[src/rtl/hilo_div_ctrl_pkg.sv]
// Shared types and constants for the HI/LO write sequencer and its iterative divider.
package hilo_div_ctrl_pkg;

  localparam int unsigned DIV_DATA_W = 32;
  localparam int unsigned DIV_ITER   = 32;
  localparam logic [31:0] DIV_ZERO_Q = 32'hFFFF_FFFF;

  typedef enum logic [1:0] {
    DIV_IDLE,
    DIV_CALC,
    DIV_DONE
  } div_state_t;

endpackage

[src/rtl/hilo_div_ctrl_div_step.sv]
// One radix-2 restoring-division iteration: shift in a dividend bit, trial-subtract the divisor.
module hilo_div_ctrl_div_step #(
  parameter int unsigned DATA_W = 32
) (
  input  logic [DATA_W:0]   rem_i,
  input  logic [DATA_W-1:0] divisor_i,
  input  logic              bit_i,
  output logic [DATA_W:0]   rem_o,
  output logic              q_o
);

  localparam int unsigned EXT_W = DATA_W + 2;

  logic [EXT_W-1:0] shifted;
  logic [EXT_W-1:0] diff;

  // The extra top bit of diff acts as the borrow of the trial subtraction.
  always_comb begin
    shifted = {rem_i, bit_i};
    diff    = shifted - EXT_W'(divisor_i);
    q_o     = ~diff[EXT_W-1];
    rem_o   = q_o ? diff[DATA_W:0] : shifted[DATA_W:0];
  end

endmodule

[src/rtl/hilo_div_ctrl.sv]
// EX-stage HI/LO write sequencer: iterative DIV/DIVU with pipeline stall, merged with MTHI/MTLO writes.
module hilo_div_ctrl
  import hilo_div_ctrl_pkg::*;
#(
  parameter int unsigned DATA_W = DIV_DATA_W,
  parameter int unsigned ITER   = DIV_ITER
) (
  input  logic              clk,
  input  logic              rst,
  input  logic              start_i,
  input  logic              signed_i,
  input  logic [DATA_W-1:0] dividend_i,
  input  logic [DATA_W-1:0] divisor_i,
  input  logic              cancel_i,
  input  logic              mthi_i,
  input  logic              mtlo_i,
  input  logic [DATA_W-1:0] mt_data_i,
  input  logic [DATA_W-1:0] hi_cur_i,
  input  logic [DATA_W-1:0] lo_cur_i,
  output logic              stall_o,
  output logic              busy_o,
  output logic              hilo_we_o,
  output logic [DATA_W-1:0] hi_o,
  output logic [DATA_W-1:0] lo_o,
  output logic              div_zero_o
);

  localparam int unsigned CNT_W = (ITER > 1) ? $clog2(ITER) : 1;
  localparam int unsigned REM_W = DATA_W + 1;

  div_state_t        state_q, state_d;
  logic [CNT_W-1:0]  cnt_q, cnt_d;
  logic [REM_W-1:0]  rem_q, rem_d;
  logic [DATA_W-1:0] quo_q, quo_d;
  logic [DATA_W-1:0] dvs_q, dvs_d;
  logic              sgn_q, sgn_d;
  logic              sd_q, sd_d;
  logic              sv_q, sv_d;
  logic              dz_q, dz_d;

  logic [REM_W-1:0]  step_rem;
  logic              step_q;
  logic [DATA_W-1:0] dvd_mag;
  logic [DATA_W-1:0] dvs_mag;
  logic [DATA_W-1:0] q_fix;
  logic [DATA_W-1:0] r_fix;

  // quo_q doubles as the dividend shift register: its MSB feeds each step.
  hilo_div_ctrl_div_step #(.DATA_W(DATA_W)) u_div_step (
    .rem_i     (rem_q),
    .divisor_i (dvs_q),
    .bit_i     (quo_q[DATA_W-1]),
    .rem_o     (step_rem),
    .q_o       (step_q)
  );

  always_ff @(posedge clk or negedge rst) begin
    if (!rst) begin
      state_q <= DIV_IDLE;
      cnt_q   <= '0;
      rem_q   <= '0;
      quo_q   <= '0;
      dvs_q   <= '0;
      sgn_q   <= 1'b0;
      sd_q    <= 1'b0;
      sv_q    <= 1'b0;
      dz_q    <= 1'b0;
    end else begin
      state_q <= state_d;
      cnt_q   <= cnt_d;
      rem_q   <= rem_d;
      quo_q   <= quo_d;
      dvs_q   <= dvs_d;
      sgn_q   <= sgn_d;
      sd_q    <= sd_d;
      sv_q    <= sv_d;
      dz_q    <= dz_d;
    end
  end

  always_comb begin
    state_d    = state_q;
    cnt_d      = cnt_q;
    rem_d      = rem_q;
    quo_d      = quo_q;
    dvs_d      = dvs_q;
    sgn_d      = sgn_q;
    sd_d       = sd_q;
    sv_d       = sv_q;
    dz_d       = dz_q;
    stall_o    = 1'b0;
    busy_o     = 1'b0;
    hilo_we_o  = 1'b0;
    hi_o       = '0;
    lo_o       = '0;
    div_zero_o = 1'b0;

    // 0x80000000 negates to itself, which is its correct unsigned magnitude.
    dvd_mag = (signed_i && dividend_i[DATA_W-1]) ? (~dividend_i + DATA_W'(1)) : dividend_i;
    dvs_mag = (signed_i && divisor_i[DATA_W-1])  ? (~divisor_i + DATA_W'(1))  : divisor_i;

    // Divide-by-zero results are delivered raw, without sign correction.
    q_fix = quo_q;
    r_fix = rem_q[DATA_W-1:0];
    if (!dz_q && sgn_q && (sd_q ^ sv_q)) q_fix = ~quo_q + DATA_W'(1);
    if (!dz_q && sgn_q && sd_q)          r_fix = ~rem_q[DATA_W-1:0] + DATA_W'(1);

    unique case (state_q)
      DIV_IDLE: begin
        if (start_i && !cancel_i) begin
          stall_o = 1'b1;
          sgn_d   = signed_i;
          sd_d    = signed_i & dividend_i[DATA_W-1];
          sv_d    = signed_i & divisor_i[DATA_W-1];
          dvs_d   = dvs_mag;
          cnt_d   = '0;
          if (divisor_i == '0) begin
            state_d = DIV_DONE;
            dz_d    = 1'b1;
            quo_d   = DATA_W'(DIV_ZERO_Q);
            rem_d   = {1'b0, dividend_i};
          end else begin
            state_d = DIV_CALC;
            dz_d    = 1'b0;
            quo_d   = dvd_mag;
            rem_d   = '0;
          end
        end
        if (mthi_i || mtlo_i) begin
          hilo_we_o = 1'b1;
          hi_o      = mthi_i ? mt_data_i : hi_cur_i;
          lo_o      = mtlo_i ? mt_data_i : lo_cur_i;
        end
      end
      DIV_CALC: begin
        stall_o = 1'b1;
        busy_o  = 1'b1;
        rem_d   = step_rem;
        quo_d   = {quo_q[DATA_W-2:0], step_q};
        if (cancel_i) begin
          state_d = DIV_IDLE;
          cnt_d   = '0;
        end else if (cnt_q == CNT_W'(ITER - 1)) begin
          state_d = DIV_DONE;
          cnt_d   = '0;
        end else begin
          cnt_d = cnt_q + CNT_W'(1);
        end
      end
      DIV_DONE: begin
        busy_o  = 1'b1;
        state_d = DIV_IDLE;
        if (!cancel_i) begin
          hilo_we_o  = 1'b1;
          hi_o       = r_fix;
          lo_o       = q_fix;
          div_zero_o = dz_q;
        end
      end
      default: state_d = DIV_IDLE;
    endcase

    // Outputs are combinational, so hold them quiet while reset is asserted.
    if (!rst) begin
      stall_o    = 1'b0;
      busy_o     = 1'b0;
      hilo_we_o  = 1'b0;
      hi_o       = '0;
      lo_o       = '0;
      div_zero_o = 1'b0;
    end
  end

endmodule

[config.mk]
export PLATFORM = sky130hd
export DESIGN_NAME = hilo_div_ctrl
export DESIGN_NICKNAME = d
export VERILOG_FILES = /design/src/rtl/hilo_div_ctrl_pkg.sv /design/src/rtl/hilo_div_ctrl_div_step.sv /design/src/rtl/hilo_div_ctrl.sv
export SDC_FILE = /design/constraint.sdc
export NUM_CORES = 1
export LEC_CHECK = 0
export CORE_ASPECT_RATIO = 1.5
export CORE_UTILIZATION = 45
export DETAILED_ROUTE_END_ITERATION = 8
export MAX_ROUTING_LAYER = met4
export PLACE_DENSITY = 0.79
export SLEW_MARGIN = 30
export SYNTH_ARGS = -nofsm -noshare
export SYNTH_HDL_FRONTEND = slang
export SYNTH_SLANG_ARGS = --single-unit
[constraint.sdc]
create_clock -name clk -period 8.01 [get_ports clk]
set_input_delay 1.602 -clock clk [delete_from_list [all_inputs] [get_ports clk]]
set_output_delay 1.602 -clock clk [all_outputs]
set_load 0.02 [all_outputs]
==> reports/metrics.yaml, run 1 <==
grt_pass1_wl_um: 60800
start_util_pct: 45.7
synth.top_cells.by_area: "dfrtp_1, a21oi_1, nor2_1"
tightestPinTransition_ns: 0.916
grt_usage_pct: 30.0
synth_seq_cells: 108
placed_cell_area_um2: 14000
synth_top_family_by_area: "compound AO/OA/AOI/OAI gates"
vias_per_cell: 5.84
async_reset_ff_share_pct: 100
dieArea_um2: 26100
p_switching_uw: 2990
period_needed_ns: 5.67
p_int_uw: 2560
vias: 12200
synthFlopType: "dfrtp_1"
worst_ep_required_time_ns: 6.41
cp_max_fo: 51
grt-ovfl-total: 0
critPathLaunchType: "primary input"
synth_edf_count: 0
syn_area_um2: 11400
num-nets-final: 1969
crit_path_end_kind: "primary output"
fp.dieH_um: 197
hpwl_um: 30600
port_buffers: 234
root_buffer: "clkbuf_16"
drv_slew: 0
peakVddDrop_mv: 0.176
yosysSeqAreaShare_pct: 23.6
swShare_pct: 53.8
io_pins: 235
rows: 71
fin_skew_ns: 0.00943
finalSetupTns_ns: 0
drt_wl_total_um: 38600
drtIter0Drc: 883
max_freq_ghz: 0.176
synth_cells: 1599
setup_viol: 0
rsz0062_at_grt: "no"
layout.cells.non_filler: 2093
area_delta_synth_final_pct: 25.0
comb_power_share_pct: 70.5
grt_pass1_vias: 11700
die_x_um: 132
insertion_delay_ns: 0.37
drc: 0
ctsHoldBuffers: 0
firstDrtPassIters: 7
synth-compound-area-share_pct: 25.5
finalHoldViolCount: 0
htreeDepth: 3
antenna_found_initial: 0
n_antenna_cell: 0
clk_pin_slew_worst_paths_ns: 0.08
power.density_nw_per_um2: 388
cts.repair.resized: 0
grt_max_degree: 71
core-area_um2: 25100
routedWlPerCell_um: 18.4
path_class: "primary input to primary output"
globalplace.congestion: 0.925
ys_types: 69
cts_buffers: 9
postCtsSetupBuffers: 0
relSlewSlack_pct: 38.8
synth_warnings: 0
layout-drive-gt1-share_pct: 3.34
synth_xor_area_share_pct: 10.8
synthTopCellsByCount: "nor2_1, a21oi_1, nand2_1"
post-synth-top-count-cell: "nor2_1"
cts_tree: "built"
synthAdderAreaFrac_pct: 4.66
max_cap_violations: 0
synth_top_cell_by_area: "dfrtp_1"
syn_nets: 1808
p_leak_uw: 0.00581
ant_nets: 0
status: "completed"
yosys.area.top_type_share_pct: 23.6
cts_sinks: 108
clock_power_share_pct: 8.8
critPathArrivalTime_ns: 4.07
clock_path_buffers: 2
dp.cells: 2077
utilization_pct: 57.1
design_area_um2: 14300
hp-class: "flop to flop"
yosys.area_share.simple_pct: 23.9
synth_mux_area_share_pct: 5.95
syn_area_per_cell_um2: 7.16
period_share_pct: 70.8
seqPwrFrac_pct: 20.6
[path summary, 6_finish.rpt]
path	slack, ns	endpoint	startpoint	cells after the start
hold / removal	0.48	dvs_q[25]	dvs_q[25]	2
min in group asynchronous	1.16	quo_q[10]	rst	1
hold reg to reg	0.48	dvs_q[25]	dvs_q[25]	2
setup / recovery	2.34	hi_o[23]	cancel_i	6
max in group asynchronous	5.27	rem_q[2]	rst	3
setup reg to reg	4.03	rem_q[20]	rem_q[21]	9
[critical path: stages]
cell and delay, ns:
clkdlybuf4s50_1 0.55, nor2b_4 0.15, buf_4 0.41, nand2b_1 0.38, o22ai_1 0.32, clkdlybuf4s50_1 0.64
[per-stage QoR]
stage / total power (uW) / setup WS, ns / hold WS (ns)
finish: 5550 / 2.34 / 0.480
global route: 6000 / 2.24 / 0.506
CTS: 5510 / 2.38 / 0.487
detailed placement: 5010 / 2.37 / 0.470
global placement: 4920 / 2.21 / 0.459
floorplan: 3860 / 3.51 / 0.438
[flip-flops by register name, summed over array words and instances (netlist names)]
name     count
state_q      2
dvs_q       32
cnt_q        5
sd_q         1
dz_q         1
sv_q         1
rem_q       33
sgn_q        1
quo_q       32
[cell type report]
type                       instances  area, um2
clock buffer                      10        239
clock inverter                     6       77.6
fill                            2441      10700
inverter                          65        244
multi-input combinational       1326       8160
sequential                       108       2700
tap                              328        410
timing repair buffer             250       2470
[layout by cell type (no fill, tap or decap), types with 65 or more instances in the layout]
cell type and count:
dfrtp_1 108, xor2_1 67, a21oi_1 196, o21ai_0 104, mux2i_1 68, nand2_1 152
xnor2_1 74, nor2_1 225, inv_1 65, clkdlybuf4s50_1 231
[per-layer routing]
layer | up-vias | track usage (%) | share of wire (%)
met4 | 0 | 12.1 | 3.3
met3 | 63 | 2.93 | 5.8
li1 | 6030 | - | -
met5 | - | - | 0
met1 | 5696 | 33.3 | 40
met2 | 429 | 54.9 | 51
[power groups by stage]
stage          clock network, uW  registers (uW)  logic, uW
2_1_floorplan                  0            1010       2850
3_3_place_gp                   0            1130       3790
3_5_place_dp                   0            1150       3860
4_1_cts                      494            1130       3880
5_1_grt                      511            1180       4310
6_report                     491            1150       3920
[logic make-up (layout without fill, tap and decap cells)]
group           after synthesis  after routing
simple gates                594            594
compound gates              481            481
buf+inv                     165            331
xor+xnor                    141            141
flops                       108            108
mux                          68             68
fa+ha+maj                    42             42
Note: power is estimated with default switching activity, not from simulation.
==> run 2, diff against run 1 <==
Settings changed: PLACE_DENSITY 0.79 to 0.81.
Clock period 8.01 ns to 4.7 ns, I/O delays scaled along.
==> run 2 against run 1 <==
  * Non-clock buffer count rose by 14
  * Sequential power rose by 69%
  * Via count rose by 1.5%
  * Largest cell class unchanged
  * Critical path depth rose by 3
  * Global-route usage rose by 0.43 points
  * Core utilization rose by 0.39 points
  * Sequential share of layout area fell by 0.13 points
  * Worst setup slack got worse by 2.1 ns
  * Sequential cell count did not move
  * Critical path type is now flop to primary output
==> reports/metrics.yaml, run 2 (synthesis gave the netlist of run 1 again) <==
rsz0062_at_grt: "no"  # unchanged
p_int_uw: 4380  # was 2560 uW
grt_pass1_vias: 11900  # was 11,700
relSlewSlack_pct: 44.6  # was 38.8%
num-fill-cells: 2353  # was 2,441
fp.dieH_um: 197  # unchanged
status: "completed"  # unchanged
htreeDepth: 3  # unchanged
cp_max_fo: 6  # was 51
hp-class: "primary input to asynchronous set/reset pin"  # was flop to flop
area_delta_synth_final_pct: 25.8  # was 25.0%
root_buffer: "clkbuf_16"  # unchanged
vias: 12400  # was 12,200
p_switching_uw: 5160  # was 2990 uW
worstPathCellList: "or4_1, or2_2, nor3_4, and2_1, nand2_1, o41ai_1, xor2_1, o22ai_1, clkdlybuf4s50_1"  # was clkdlybuf4s50_1, nor2b_4, buf_4, nand2b_1, o22ai_1, clkdlybuf4s50_1
comb_power_share_pct: 71.4  # was 70.5%
p_leak_uw: 0.00589  # was 0.00581 uW
start_util_pct: 45.7  # unchanged
grt_max_degree: 72  # was 71
largest_register: "rem_q"  # unchanged
slowest_stage: "clkdlybuf4s50_1"  # unchanged
grt-ovfl-total: 0  # unchanged
die_x_um: 132  # unchanged
crit_path_end_kind: "primary output"  # unchanged
vias_per_cell: 5.89  # was 5.84
rows: 71  # unchanged
seqPwrFrac_pct: 20.3  # was 20.6%
peakVddDrop_mv: 0.309  # was 0.176 mV
period_share_pct: 95.7
max_cap_violations: 0  # unchanged
cts_sinks: 108  # unchanged
swShare_pct: 54.1  # was 53.8%
finalHoldViolCount: 0  # unchanged
insertion_delay_ns: 0.38  # was 0.37 ns
slowest_delay_ns: 0.64  # about the same
grt_pass1_wl_um: 62000  # was 60,800 um
max_freq_ghz: 0.222
ant_nets: 0  # unchanged
io_pins: 235  # unchanged
clock_path_buffers: 2  # unchanged
drtIter0Drc: 954  # was 883
top_regs: "rem_q (33), dvs_q (32), quo_q (32)"  # unchanged
critPathArrivalTime_ns: 3.56  # was 4.07 ns
clk_pin_slew_worst_paths_ns: 0.09  # was 0.08 ns
setup_viol: 0  # unchanged
multi_input_area_um2: 8160  # about the same
finalSetupTns_ns: 0  # unchanged
grt_usage_pct: 30.5  # was 30.0%
core-area_um2: 25100  # unchanged
firstDrtPassIters: 5  # was 7
power.density_nw_per_um2: 663  # was 388 nW/um2
clock_power_share_pct: 8.3  # was 8.8%
globalplace.congestion: 0.946  # was 0.925
hpwl_um: 31000  # was 30,600 um
routedWlPerCell_um: 18.4  # about the same
cts_buffers: 9  # unchanged
path_class: "flop to primary output"  # was primary input to primary output
most-common-layout-cells: "clkdlybuf4s50_1, nor2_1, a21oi_1"  # unchanged
fin_skew_ns: 0.0160  # was 0.00943 ns
drc: 0  # unchanged
drv_slew: 0  # unchanged
dieArea_um2: 26100  # unchanged
worst_ep_required_time_ns: 3.76  # was 6.41 ns
tightestPinTransition_ns: 0.822  # was 0.916 ns
period_needed_ns: 4.50
utilization_pct: 57.5  # was 57.1%
port_buffers: 234  # unchanged
num-nets-final: 1983  # was 1,969
cts_tree: "built"  # unchanged
final_common_cell: "clkdlybuf4s50_1"  # unchanged
critPathLaunchType: "flop"  # was primary input
layout-drive-gt1-share_pct: 4.22  # was 3.34%
drt_wl_total_um: 38800  # was 38,600 um
ctsHoldBuffers: 0  # unchanged
seq_area_um2: 2700  # unchanged
largest_register_ffs: 33  # unchanged
antenna_found_initial: 1  # was 0
## run 2: per-stage QoR
stage          cells  hold WS (ns)  power [uW]  setup WS [ns]  instance area (um2)
2_1_floorplan   1599         0.438        6580           1.25                11400
3_3_place_gp    2090         0.460        8530          0.482                14100
3_5_place_dp    2091         0.457        8650          0.375                14100
4_1_cts         2107         0.432        9460         0.0971                14400
5_1_grt         2108         0.442       10300         0.0445                14400
6_report        2108         0.432        9540          0.203                14400
## run 2: path summary, 6_finish.rpt
kind / slack [ns] / start / cells after the start / to
min reg2reg: 0.48 / dvs_q[20] / 2 / dvs_q[20]
min: 0.43 / rst / 1 / quo_q[27]
max in group asynchronous: 3.35 / rst / 2 / dvs_q[10]
min in group clk: 0.48 / dvs_q[20] / 2 / dvs_q[20]
max: 0.20 / rem_q[12] / 9 / hi_o[30]
max reg2reg: 0.78 / rem_q[17] / 10 / rem_q[2]
## run 2: power by group through the flow
stage / sequential, uW / combinational [uW] / clock (uW)
floorplan: 1730 / 4850 / 0
global placement: 1900 / 6620 / 0
detailed placement: 1940 / 6710 / 0
CTS: 1920 / 6740 / 794
global route: 2000 / 7510 / 822
finish: 1940 / 6810 / 787
## run 2: area by class of cell
type	count	share of cell area, %
clock inverters	6	0.374
flip-flops and latches	108	18.8
multi-input cells	1326	56.7
well taps	328	2.85
inverters	65	1.69
clock buffers	10	1.66
repair buffers	264	18.0
diodes	1	0.0174
## run 2: timing repair
item                       in CTS  in global routing
resized for setup               1                  2
setup endpoints to repair       1                  1
hold endpoints to repair        0                  0
buffers inserted                0                  0
pin swaps                       0                  1
## run 2: metal layers
metal | GRT usage [%] | share of wire, %
met5 | - | 0
met3 | 3.49 | 6.3
met4 | 13.8 | 4.1
met2 | 53.8 | 50
met1 | 34.6 | 40
## run 2: worst max-delay path: cells and delay by family, from the launching register on
family / cells / cell delay (ns)
AND/OR/NAND/NOR: 5 / 1.43
buffers and inverters: 1 / 0.64
AO/OA/AOI/OAI: 2 / 0.50
flip-flops: 1 / 0.46
XOR/XNOR: 1 / 0.15
